<file path="config.mk">
export PLATFORM = sky130hd
export DESIGN_NAME = alu_serial_16
export DESIGN_NICKNAME = d
export VERILOG_FILES = /design/src/rtl/alu_serial_16_pkg.sv /design/src/rtl/alu_serial_16_alu_1bit.sv /design/src/rtl/alu_serial_16.sv
export SDC_FILE = /design/constraint.sdc
export NUM_CORES = 1
export LEC_CHECK = 0
export CORE_MARGIN = 2
export CORE_UTILIZATION = 35
export DETAILED_ROUTE_END_ITERATION = 8
export GPL_ROUTABILITY_DRIVEN = 0
export GPL_TIMING_DRIVEN = 0
export PLACE_DENSITY_LB_ADDON = 0.08
export RECOVER_POWER = 100
export REMOVE_ABC_BUFFERS = 1
export SLEW_MARGIN = 20
export SYNTH_ARGS = -nofsm -noshare
export SYNTH_HDL_FRONTEND = slang
export SYNTH_SLANG_ARGS = --single-unit
</file>
<file path="constraint.sdc">
create_clock -name clk -period 2.7 [get_ports clk]
set_clock_uncertainty 0.15 [all_clocks]
set_input_delay 0.27 -clock clk [delete_from_list [all_inputs] [get_ports clk]]
set_output_delay 0.27 -clock clk [all_outputs]
set_load 0.02 [all_outputs]
</file>
<file path="src/rtl/alu_serial_16_pkg.sv">
// Shared definitions for the bit-serial ALU: ALUOp encodings, the
// Operation-field encodings seen by the 1-bit slice, FSM state encoding
// and the default operand width.
package alu_serial_16_pkg;

    localparam int DEFAULT_WIDTH = 16;

    // Full 3-bit ALUOp codes: bit 2 = BInvert, bits 1:0 = Operation
    localparam logic [2:0] ALUOP_AND = 3'b000;
    localparam logic [2:0] ALUOP_OR  = 3'b001;
    localparam logic [2:0] ALUOP_ADD = 3'b010;
    localparam logic [2:0] ALUOP_SUB = 3'b110;
    localparam logic [2:0] ALUOP_XOR = 3'b011;

    // Operation field as decoded by the slice
    localparam logic [1:0] OPER_AND = 2'b00;
    localparam logic [1:0] OPER_OR  = 2'b01;
    localparam logic [1:0] OPER_ADD = 2'b10;
    localparam logic [1:0] OPER_XOR = 2'b11;

    typedef enum logic [1:0] {
        ST_IDLE = 2'd0,
        ST_RUN  = 2'd1,
        ST_DONE = 2'd2
    } state_e;

    // Arithmetic (ADD/SUB, and the unlisted BInvert variants of them) is
    // identified purely by the Operation field.
    function automatic logic is_arith(input logic [2:0] op);
        return (op[1:0] == OPER_ADD);
    endfunction

endpackage

</file>
<file path="src/rtl/alu_serial_16_alu_1bit.sv">
// Single-bit ALU slice: optional inversion of b, then AND / OR / full-add /
// XOR selected by Operation. cout is always the full-adder carry; the
// caller decides whether it is meaningful.
module alu_1bit
    import alu_serial_16_pkg::*;
(
    input  logic       a,
    input  logic       b,
    input  logic       cin,
    input  logic       BInvert,
    input  logic [1:0] Operation,
    output logic       Result,
    output logic       cout
);

    logic b_eff;

    assign b_eff = b ^ BInvert;

    // Select the bit result for the requested operation
    always_comb begin
        Result = 1'b0;
        case (Operation)
            OPER_AND: Result = a & b_eff;
            OPER_OR:  Result = a | b_eff;
            OPER_ADD: Result = a ^ b_eff ^ cin;
            OPER_XOR: Result = a ^ b_eff;
            default:  Result = 1'b0;
        endcase
    end

    assign cout = (a & b_eff) | (a & cin) | (b_eff & cin);

endmodule

</file>
<file path="src/rtl/alu_serial_16.sv">
// Bit-serial 16-bit ALU. Operands are latched on an accepted start and
// fed LSB first, one bit per cycle, through a single alu_1bit slice.
// The result is assembled in a shift register and published together
// with the flags on the RUN->DONE edge; done pulses for the DONE cycle.
// Optional feature: define ALU_SERIAL_FLAGS_EN to build the Zero and
// Overflow flag logic; otherwise both outputs are tied low.
module alu_serial_16
    import alu_serial_16_pkg::*;
#(
    parameter int WIDTH = DEFAULT_WIDTH
) (
    input  logic             clk,
    input  logic             rst_n,
    input  logic             start,
    input  logic [WIDTH-1:0] A,
    input  logic [WIDTH-1:0] B,
    input  logic [2:0]       ALUOp,
    output logic             busy,
    output logic             done,
    output logic [WIDTH-1:0] Result,
    output logic             CarryOut,
    output logic             Zero,
    output logic             Overflow
);

    localparam int               CNT_W = (WIDTH > 1) ? $clog2(WIDTH) : 1;
    localparam logic [CNT_W-1:0] LAST  = CNT_W'(WIDTH - 1);

    state_e           state_q, state_d;
    logic [CNT_W-1:0] cnt_q, cnt_d;
    logic [WIDTH-1:0] a_q, a_d;
    logic [WIDTH-1:0] b_q, b_d;
    logic [2:0]       op_q, op_d;
    logic             carry_q, carry_d;
    logic [WIDTH-1:0] res_sh_q, res_sh_d;
    logic [WIDTH-1:0] result_q, result_d;
    logic             cout_flag_q, cout_flag_d;
    logic             busy_q, busy_d;
    logic             done_q, done_d;

    logic             slice_res;
    logic             slice_cout;
    logic             last_bit;
    logic [WIDTH-1:0] res_next;

    alu_1bit u_slice (
        .a         (a_q[cnt_q]),
        .b         (b_q[cnt_q]),
        .cin       (carry_q),
        .BInvert   (op_q[2]),
        .Operation (op_q[1:0]),
        .Result    (slice_res),
        .cout      (slice_cout)
    );

    // The bit being stored this cycle enters at the MSB so that after
    // WIDTH shifts bit 0 has arrived at position 0.
    assign res_next = {slice_res, res_sh_q[WIDTH-1:1]};
    assign last_bit = (state_q == ST_RUN) && (cnt_q == LAST);

    // Next-state and datapath update for the serial sequencer
    always_comb begin
        state_d     = state_q;
        cnt_d       = cnt_q;
        a_d         = a_q;
        b_d         = b_q;
        op_d        = op_q;
        carry_d     = carry_q;
        res_sh_d    = res_sh_q;
        result_d    = result_q;
        cout_flag_d = cout_flag_q;
        busy_d      = busy_q;
        done_d      = 1'b0;
        case (state_q)
            ST_IDLE: begin
                if (start) begin
                    state_d  = ST_RUN;
                    a_d      = A;
                    b_d      = B;
                    op_d     = ALUOp;
                    cnt_d    = '0;
                    carry_d  = ALUOp[2];
                    res_sh_d = '0;
                    busy_d   = 1'b1;
                end
            end
            ST_RUN: begin
                res_sh_d = res_next;
                carry_d  = slice_cout;
                cnt_d    = cnt_q + 1'b1;
                if (cnt_q == LAST) begin
                    state_d     = ST_DONE;
                    busy_d      = 1'b0;
                    done_d      = 1'b1;
                    result_d    = res_next;
                    cout_flag_d = is_arith(op_q) ? slice_cout : 1'b0;
                end
            end
            ST_DONE: begin
                state_d = ST_IDLE;
            end
            default: begin
                state_d = ST_IDLE;
                busy_d  = 1'b0;
            end
        endcase
    end

    // Sequencer, operand, shift and output registers
    always_ff @(posedge clk or negedge rst_n) begin
        if (!rst_n) begin
            state_q     <= ST_IDLE;
            cnt_q       <= '0;
            a_q         <= '0;
            b_q         <= '0;
            op_q        <= '0;
            carry_q     <= 1'b0;
            res_sh_q    <= '0;
            result_q    <= '0;
            cout_flag_q <= 1'b0;
            busy_q      <= 1'b0;
            done_q      <= 1'b0;
        end else begin
            state_q     <= state_d;
            cnt_q       <= cnt_d;
            a_q         <= a_d;
            b_q         <= b_d;
            op_q        <= op_d;
            carry_q     <= carry_d;
            res_sh_q    <= res_sh_d;
            result_q    <= result_d;
            cout_flag_q <= cout_flag_d;
            busy_q      <= busy_d;
            done_q      <= done_d;
        end
    end

`ifdef ALU_SERIAL_FLAGS_EN
    logic zero_q, zero_d;
    logic ovf_q, ovf_d;

    // Zero and Overflow are captured alongside Result on the final bit;
    // overflow compares the carry into the MSB with the carry out of it.
    always_comb begin
        zero_d = zero_q;
        ovf_d  = ovf_q;
        if (last_bit) begin
            zero_d = (res_next == '0);
            ovf_d  = is_arith(op_q) ? (carry_q ^ slice_cout) : 1'b0;
        end
    end

    // Flag registers
    always_ff @(posedge clk or negedge rst_n) begin
        if (!rst_n) begin
            zero_q <= 1'b0;
            ovf_q  <= 1'b0;
        end else begin
            zero_q <= zero_d;
            ovf_q  <= ovf_d;
        end
    end

    assign Zero     = zero_q;
    assign Overflow = ovf_q;
`else
    logic unused_last_bit;
    assign unused_last_bit = last_bit;
    assign Zero            = 1'b0;
    assign Overflow        = 1'b0;
`endif

    assign busy     = busy_q;
    assign done     = done_q;
    assign Result   = result_q;
    assign CarryOut = cout_flag_q;

endmodule

</file>
# ---- Word-level counts from Yosys, hierarchy flattened
# Cells that the tools add are included.
dict set report totals {
  reg_bits 77
  latch_bits 0
  ram_bits 0
  mem_bits_ro 0
  input_bits 38
  n_memories 0
}
dict set report classes {
  addsub 1
  multipliers 0
  div 0
  n_lt_le_gt_ge 1
  n_eq_ne 8
  shift 0
  muxes 20
  bitwise 10
  reduce_logical 8
}
# operator count
set op_table {}
lappend op_table {{16-bit one-hot mux with 2 select lines} 1}
lappend op_table {{16-bit 2-to-1 mux} 1}
lappend op_table {{1-bit binary-select mux with 4-bit select} 2}
lappend op_table {{1-bit 2-to-1 mux} 8}
lappend op_table {{4-bit one-hot mux with 2 select lines} 1}
lappend op_table {{2-bit AND reduction} 4}
lappend op_table {{2-bit equality test, second input constant} 3}
lappend op_table {{4-bit by 5-bit less-than comparator with 1-bit output, second input constant} 1}
lappend op_table {{4-bit by 1-bit adder with 4-bit output, second input constant} 1}
lappend op_table {{2-bit by 1-bit equality test with 1-bit output, second input constant} 2}
lappend op_table {{4-bit equality test, second input constant} 1}
lappend op_table {{2-bit zero test} 2}
lappend op_table {{2-bit 2-to-1 mux} 2}
lappend op_table {{4-bit 2-to-1 mux} 1}
lappend op_table {{1-bit one-hot mux with 4 select lines} 1}
lappend op_table {{2-bit one-hot mux with 2 select lines} 1}
lappend op_table {{1-bit AND} 3}
lappend op_table {{1-bit OR} 3}
lappend op_table {{1-bit one-hot mux with 3 select lines} 1}
lappend op_table {{3-bit AND reduction} 1}
lappend op_table {{1-bit XOR} 3}
lappend op_table {{2-bit by 1-bit inequality test with 1-bit output, second input constant} 1}
lappend op_table {{2-bit inequality test, second input constant} 1}
lappend op_table {{1-bit one-hot mux with 2 select lines} 1}
lappend op_table {{2 further kinds} 2}

# ---- Logic depth before layout (Yosys ltp)
# Gate-level depths: netlist of the first run.
dict set report depth {
  ltp_word 7
  mapped_depth 10
}

# ---- Hierarchy
# A second synthesis of the first run with hierarchy kept.
dict set report hier_totals {
  cells_unflattened 217
  area_unflattened_um2 3417.0
}
# module instances cells_per_inst area_per_inst_um2 seq_area_each_um2
set by_module_without_submodules {}
lappend by_module_without_submodules {alu_serial_16 1 209 3329.4 1901.8}
lappend by_module_without_submodules {alu_1bit 1 8 87.6 0.0}

# ---- Worst setup path after synthesis of the first run
# OpenSTA, ideal clock, no wires.
dict set report synth_path {
  path_kind {flip-flop to flip-flop}
  start {register cnt_q[0]}
  end {register result_q[15], in the netlist Result[15]}
  setup_ns 0.125
  arrival_time_ns 2.638
  t_required_ns 2.425
  slack_ns -0.213
  stages_incl_launch_ff 8
  n_path_buf 1
  synth_period_minus_slack_ns 2.913
  cell_sequence {dfrtp_1 > buf_6 > mux4_1 > a22o_2 > o211a_1 > fa_1 > mux4_2 > mux2_2}
}
dict set report synth_via {
  elab_chain_len 6
  elab_cells_between_ends 12
  classes_between {eq/ne: 1; mux: 5; bitwise: 5; reduce/logical: 1}
}
# element line_no
set synth_rtl {}
lappend synth_rtl {{from (decl)} alu_serial_16.sv:30} ;# logic [CNT_W-1:0] cnt_q, cnt_d;
lappend synth_rtl {{from (signal assigned)} alu_serial_16.sv:125} ;# cnt_q <= cnt_d;
lappend synth_rtl {{1-bit binary-select mux with 4-bit select} alu_serial_16.sv:48} ;# .b (b_q[cnt_q]),
lappend synth_rtl {{1-bit 2-to-1 mux (implied by the code)} alu_serial_16.sv:48}
lappend synth_rtl {{1-bit XOR} alu_serial_16_alu_1bit.sv:18} ;# assign b_eff = b ^ BInvert;
lappend synth_rtl {{1-bit XOR} {alu_serial_16_alu_1bit.sv:26, alu_serial_16_alu_1bit.sv:27}}
lappend synth_rtl {{1-bit XOR} alu_serial_16_alu_1bit.sv:26} ;# OPER_ADD: Result = a ^ b_eff ^ cin;
lappend synth_rtl {{1-bit one-hot mux with 4 select lines} alu_serial_16_alu_1bit.sv:23} ;# case (Operation)
lappend synth_rtl {{to (signal assigned)} alu_serial_16.sv:131} ;# result_q <= result_d;
lappend synth_rtl {{to (decl)} alu_serial_16.sv:36} ;# logic [WIDTH-1:0] result_q, result_d;
# Parallel ways exist; a longest one is shown, timed or not. The select of a mux whose other input is x is not followed.
# A chain may end at the register's enable or synchronous reset.

# ---- Worst setup path in the final report of the first run
# Ends and elaborated chain as after synthesis.

==> metrics.cfg, run 1 <==
[status]
outcome = finished with violations
violations = negative setup slack

[timing]
worst_pin_slew_ns = 1.43
whs_ns = 0.351
max_slew_margin_pct = 4.91
max_freq_mhz = 322
hold_viol = 0
rsz0062_at_grt = true
period_minus_slack_ns = 3.11
final.setup.worst_slack_ns = -0.410
slew_viol_final = 0
totalNegativeSetupSlack_ns = -0.733
setup_viol = 2
period_share_pct = 115

[synthesis]
synth_area_leaders = dfrtp_1 58%, mux2_2 17%, a22o_1 4.2%
synth_top_area_share_pct = 57.7
yosysMostFrequentCell = dfrtp_1
yosys.area.top_type = dfrtp_1
avgSynthCellArea_sq_um = 14.7
ys.flop_type = dfrtp_1
synth_common_cells = 76 x dfrtp_1, 51 x mux2_2, 16 x a22o_1
ys.warnings.count = 0
ys_seq_area_share_pct = 57.7
syn_inst = 225
synth_edf_count = 0
syn_area_sq_um = 3300
synth_seq_cells = 76
synth_cell_types = 36
async_reset_ff_share_pct = 100

[power]
p_clk_share_pct = 17.0
switching_share_pct = 34.0
switching_power_mw = 1.69
ir_drop_mv = 0.347
powerDensity_nw_per_um2 = 1160
power.leakage_nw = 1.88
total_power_mw = 4.99
power_frac_comb_pct = 42.4
internal-power_mw = 3.30
p_seq_share_pct = 40.6

[worst_hold_path]
hold_end = Result[13]
min_path_cells = 1
min_path_type = reg2reg
hp-start = Result[13]

[setup_path]
worstSetupPathType = reg2reg
rrSetupSlack_ns = -0.41
r2r_end = Result[15]
worst_setup_path_end_kind = register
startpoint = cnt_q[0]
cp_max_fo = 5
cp_data_required_time_ns = 2.78
reg2reg_depth = 7
crit_arrival_ns = 3.19
startpoint_type = register
r2r-start = cnt_q[0]

[place]
hpwl_mm = 4.18
placed_area_sq_um = 3970
dp.cells = 381
place_ws_ns = -0.876
portBuffers = 56

[floorplan]
design.core.area_sq_um = 9200
dieArea_sq_um = 10200
initial_core_util_pct = 35.9
std_cell_rows = 35
ioPinCount = 59
die_y_um = 101
die_width_um = 101

[finish]
final_nets = 330
utilization_pct = 46.7
finalNonFillerCells = 404
drive_above_1_share_pct = 32.1
finalInstanceArea_sq_um = 4290
area_growth_pct = 30.2
n_antenna_cell = 0

[cts]
h-tree-depth = 3
cts.clk_slew.worst_paths_ns = 0.08
clock_sinks = 76
clock_path_buffers = 2
clk_latency_ns = 0.34
cts_buffers = 9
cts_tree = done
cts_root_buf = clkbuf_8

[global_route]
grt-ovfl-total = 0
grt_max_degree = 50
antenna_found_initial = 0
grt_pass1_wl_mm = 10.9
grt_pass1_vias = 2105
grt_util_all_layers_pct = 13.8

[drt]
drc = 0
ant_nets = 0
routed_wl_mm = 6.45
drtIter0Drc = 38
first_pass_iters = 4
wl_per_cell_um = 16.0
vias = 2055
vias_per_cell = 5.09

[run]
maxCapViolCount = 0

-- what timing repair did --
| item | 4_1_cts | 5_1_grt |
|---|---|---|
| hold buffers | 1 | 0 |
| resized for setup | 15 | 7 |
| hold endpoints to repair | 27 | 0 |
| setup buffers | 4 | 2 |
| endpoints found under the setup margin | 19 | 3 |
| pin swaps | 2 | 4 |
-- power groups by stage --
stage / clock network (mW) / registers (mW) / logic [mW]
floorplan: 0 / 2.06 / 1.20
global placement: 0 / 2.05 / 1.80
detailed placement: 0 / 2.06 / 1.85
CTS: 0.881 / 2.04 / 2.04
global route: 0.931 / 2.11 / 2.34
finish: 0.849 / 2.02 / 2.12
-- metal layers --
| layer | global-route usage [%] | vias up | part of all wire (%) |
|---|---|---|---|
| met2 | 19.8 | 42 | 44 |
| li1 | - | 962 | - |
| met1 | 20.3 | 1040 | 50 |
| met5 | 0 | - | 0 |
| met3 | 2.70 | 11 | 3.8 |
| met4 | 5.93 | 0 | 2.0 |
-- how the worst max path moves through the flow --
stage	depth (start not counted)	slack, ns	to
global route	7	-0.48	Result[15]
CTS	7	-0.38	Result[15]
global placement	1	-1.62	Result[2]
finish	7	-0.41	Result[15]
floorplan	6	-0.52	Result[15]
detailed placement	6	-0.88	Result[15]
-- cells by family (layout without fill, tap and decap cells) --
family | after synthesis | in the layout | share of synthesized area (%)
AO/OA/AOI/OAI | 41 | 41 | 9.82
adder cells (fa/ha/maj) | 4 | 4 | 1.75
buffers and inverters | 18 | 85 | 3.57
flip-flops | 76 | 76 | 57.7
multiplexers | 64 | 64 | 23.4
other | 1 | 2 | 0.114
AND/OR/NAND/NOR | 21 | 21 | 3.72
-- worst max-delay path: stages (launching register included) --
cell and delay [ns]:
dfrtp_4 0.55, buf_12 0.15, mux4_2 0.48, a22o_4 0.24
o211a_1 0.26, fa_1 0.43, mux4_2 0.47, mux2_2 0.27
-- cell usage in the layout (no fill, tap or decap), drive strengths merged, types with 2 or more instances in the layout --
cell type / n
ha: 3
conb: 2
and2: 5
mux4: 5
clkbuf: 13
o21bai: 2
clkinv: 2
a22oi: 3
dfrtp: 76
nand2: 4
dlygate4sd3: 19
inv: 5
buf: 7
a221oi: 5
nor2: 2
clkdlybuf4s50: 37
mux2i: 8
o211ai: 2
o21ai: 7
nor2b: 4
mux2: 51
a22o: 17
-- layout make-up --
type / instances / area (sq um)
Fill cell: 852 / 4900
Sequential cell: 76 / 1910
Multi-Input combinational cell: 132 / 1380
Timing Repair Buffer: 65 / 664
Tap cell: 111 / 139
Clock buffer: 11 / 131
Clock inverter: 5 / 60.1
Inverter: 4 / 15.0
-- flip-flops by register name, summed over array words and instances (netlist names) --
name	count
Result	16
res_sh_q	15
op_q	3
done	1
busy	1
a_q	16
state_q	2
carry_q	1
b_q	16
CarryOut	1
cnt_q	4
Power figures use the tool's default switching activity.
==> run 2: changes to the inputs <==
HOLD_SLACK_MARGIN = 0.02   (was not set)
==> results of run 2 <==
Same layout as run 1: the final DEF is identical, and so are final timing and power.
==> run 3: changes to the inputs <==
ABC_CLOCK_PERIOD_IN_PS = 3650   (was not set)
clock period = 3.65 ns   (was 2.7 ns; I/O delays follow)
==> run 3 against run 2 <==
Against the previous run: the run ends with max-capacitance violations, max-slew violations left; non-clock buffer count decreased by 6; critical path depth decreased by 1; via count decreased by 1.7%; highest routed layer unchanged; power decreased by 31%; utilization decreased by 1.8 points.
==> metrics.cfg, run 3 (same netlist as run 1, synthesis figures left out) <==
[place]
place_ws_ns = 0.0737  ; +0.950 ns
portBuffers = 56  ; unchanged
hpwl_mm = 4.18  ; unchanged

[finish]
final_nets = 324  ; -1.8%
layout_commonest_cell = dfrtp_1
fill_cells = 868  ; +1.9%
final_cell_mix = 75 x dfrtp_1, 51 x mux2_2, 35 x clkdlybuf4s50_1
n_antenna_cell = 0  ; unchanged
drive_above_1_share_pct = 25.8  ; -6.3 points
area_growth_pct = 25.2

[run]
maxCapViolCount = 1  ; +1

[floorplan]
std_cell_rows = 35  ; unchanged
design.core.area_sq_um = 9200  ; unchanged
die_y_um = 101  ; unchanged
die_width_um = 101  ; unchanged
ioPinCount = 59  ; unchanged
initial_core_util_pct = 35.9  ; unchanged
dieArea_sq_um = 10200  ; unchanged

[power]
powerDensity_nw_per_um2 = 832  ; -28%
internal-power_mw = 2.29  ; -30%
p_seq_share_pct = 43.6  ; +3.0 points
ir_drop_mv = 0.253  ; -27%
total_power_mw = 3.43  ; -31%
p_clk_share_pct = 18.2  ; +1.2 points
switching_power_mw = 1.14  ; -33%
power_frac_comb_pct = 38.2  ; -4.2 points
switching_share_pct = 33.2  ; -0.73 points
power.leakage_nw = 1.81  ; -3.3%

[setup_path]
startpoint_type = register
crit_arrival_ns = 3.36  ; +0.17 ns
rrSetupSlack_ns = 0.37  ; +0.78 ns
r2r_end = Result[15]
path_delay_family = multiplexers
cp_data_required_time_ns = 3.73  ; +0.95 ns
worst_setup_path_end_kind = register
critPathSlowestCell = mux4_1
critical_path.max_stage_delay_ns = 0.69  ; +0.14 ns
worstSetupPathType = reg2reg
critPathBufInv = 0  ; -1
r2r-start = cnt_q[0]
reg2reg_depth = 6  ; -1
cp_max_fo = 16  ; +11
worstPathCellList = mux4_1 > a22o_2 > o211a_1 > fa_1 > mux4_2 > mux2_2

[global_route]
grt_pass1_wl_mm = 10.5  ; -3.8%
grt_util_all_layers_pct = 13.2  ; -0.58 points
grt_pass1_vias = 2090  ; -0.71%
grt-ovfl-total = 0  ; unchanged
antenna_found_initial = 0  ; unchanged
grt_max_degree = 50  ; unchanged

[cts]
clk_latency_ns = 0.34  ; about the same
cts.clk_slew.worst_paths_ns = 0.08  ; about the same
cts_setup_buffers = 0  ; -4
cts_root_buf = clkbuf_8
h-tree-depth = 3  ; unchanged
clock_path_buffers = 2  ; unchanged
cts_buffers = 9  ; unchanged
cts_tree = done
clock_sinks = 76  ; unchanged

[drt]
ant_nets = 0  ; unchanged
vias_per_cell = 5.08  ; -0.22%
first_pass_iters = 4  ; unchanged
vias = 2020  ; -1.7%
routed_wl_mm = 6.19  ; -4.1%
drc = 0  ; unchanged
wl_per_cell_um = 15.6  ; -2.7%
drtIter0Drc = 47  ; +24%

[timing]
period_share_pct = 90.0  ; -25 points
whs_ns = 0.351  ; -0.000134 ns
worst_pin_slew_ns = 1.56  ; +0.137 ns
max_slew_margin_pct = -4.20  ; -9.1 points
period_minus_slack_ns = 3.28  ; +0.174 ns
slew_viol_final = 28  ; +28
max_freq_mhz = 305  ; -5.3%
final.setup.worst_slack_ns = 0.366  ; +0.776 ns
hold_viol = 0  ; unchanged
totalNegativeSetupSlack_ns = 0  ; +0.733 ns
setup_viol = 0  ; -2
rsz0062_at_grt = false

[worst_hold_path]
hp-start = Result[13]
hold_end = Result[13]
min_path_cells = 1  ; unchanged
min_path_type = reg2reg

[status]
outcome = finished with violations
violations = max-capacitance violations, max-slew violations

-- run 3: layer usage --
layer,track usage [%],vias to the layer above,routed length [um]
met5,0,-,0
li1,-,949,-
met2,19.3,46,2750
met4,6.13,0,91
met3,2.77,9,250
met1,18.9,1016,3090
-- run 3: how the worst max path moves through the flow --
stage | depth (start not counted) | startpoint | endpoint | slack, ns
after floorplan | 6 | cnt_q[0] | Result[15] | 0.43
after global placement | 1 | rst_n | Result[2] | -0.76
after detailed placement | 6 | cnt_q[0] | Result[15] | 0.07
after CTS | 6 | cnt_q[0] | Result[15] | 0.07
after global routing | 5 | start | a_q[1] | 0.17
final | 6 | cnt_q[0] | Result[15] | 0.37
-- run 3: through the flow --
step,area (sq um),std cells,utilization (%)
6_report,4130,398,44.9
5_1_grt,4130,398,44.9
4_1_cts,4170,398,45.3
3_5_place_dp,3970,381,43.1
3_3_place_gp,3900,379,42.4
2_1_floorplan,3200,212,-
-- run 3: power by group through the flow --
stage	clock [mW]	combinational (mW)	sequential (mW)
final	0.626	1.31	1.49
after global routing	0.688	1.47	1.56
after CTS	0.652	1.37	1.51
after detailed placement	0	1.37	1.52
after global placement	0	1.33	1.52
after floorplan	0	0.884	1.52
-- run 3: cell type report --
| type | count | area [sq um] | area share (%) |
|---|---|---|---|
| sequential | 76 | 1900 | 46.1 |
| clock buffer | 11 | 131 | 3.18 |
| tap | 111 | 139 | 3.36 |
| multi-input combinational | 132 | 1280 | 31.1 |
| clock inverter | 5 | 60.1 | 1.45 |
| inverter | 4 | 15.0 | 0.364 |
| timing repair buffer | 59 | 597 | 14.5 |
-- run 3: timing repair --
action,4_1_cts,5_1_grt
endpoints found under the setup margin,0,1
gates resized for setup,0,1
hold buffers,1,0
hold endpoints to repair,27,0
-- run 3: worst reg2reg max path, cell delays in order, from the launching register on --
cell     delay, ns
dfrtp_2       0.65
mux4_1        0.70
a22o_2        0.25
o211a_1       0.26
fa_1          0.43
mux4_2        0.47
mux2_2        0.27
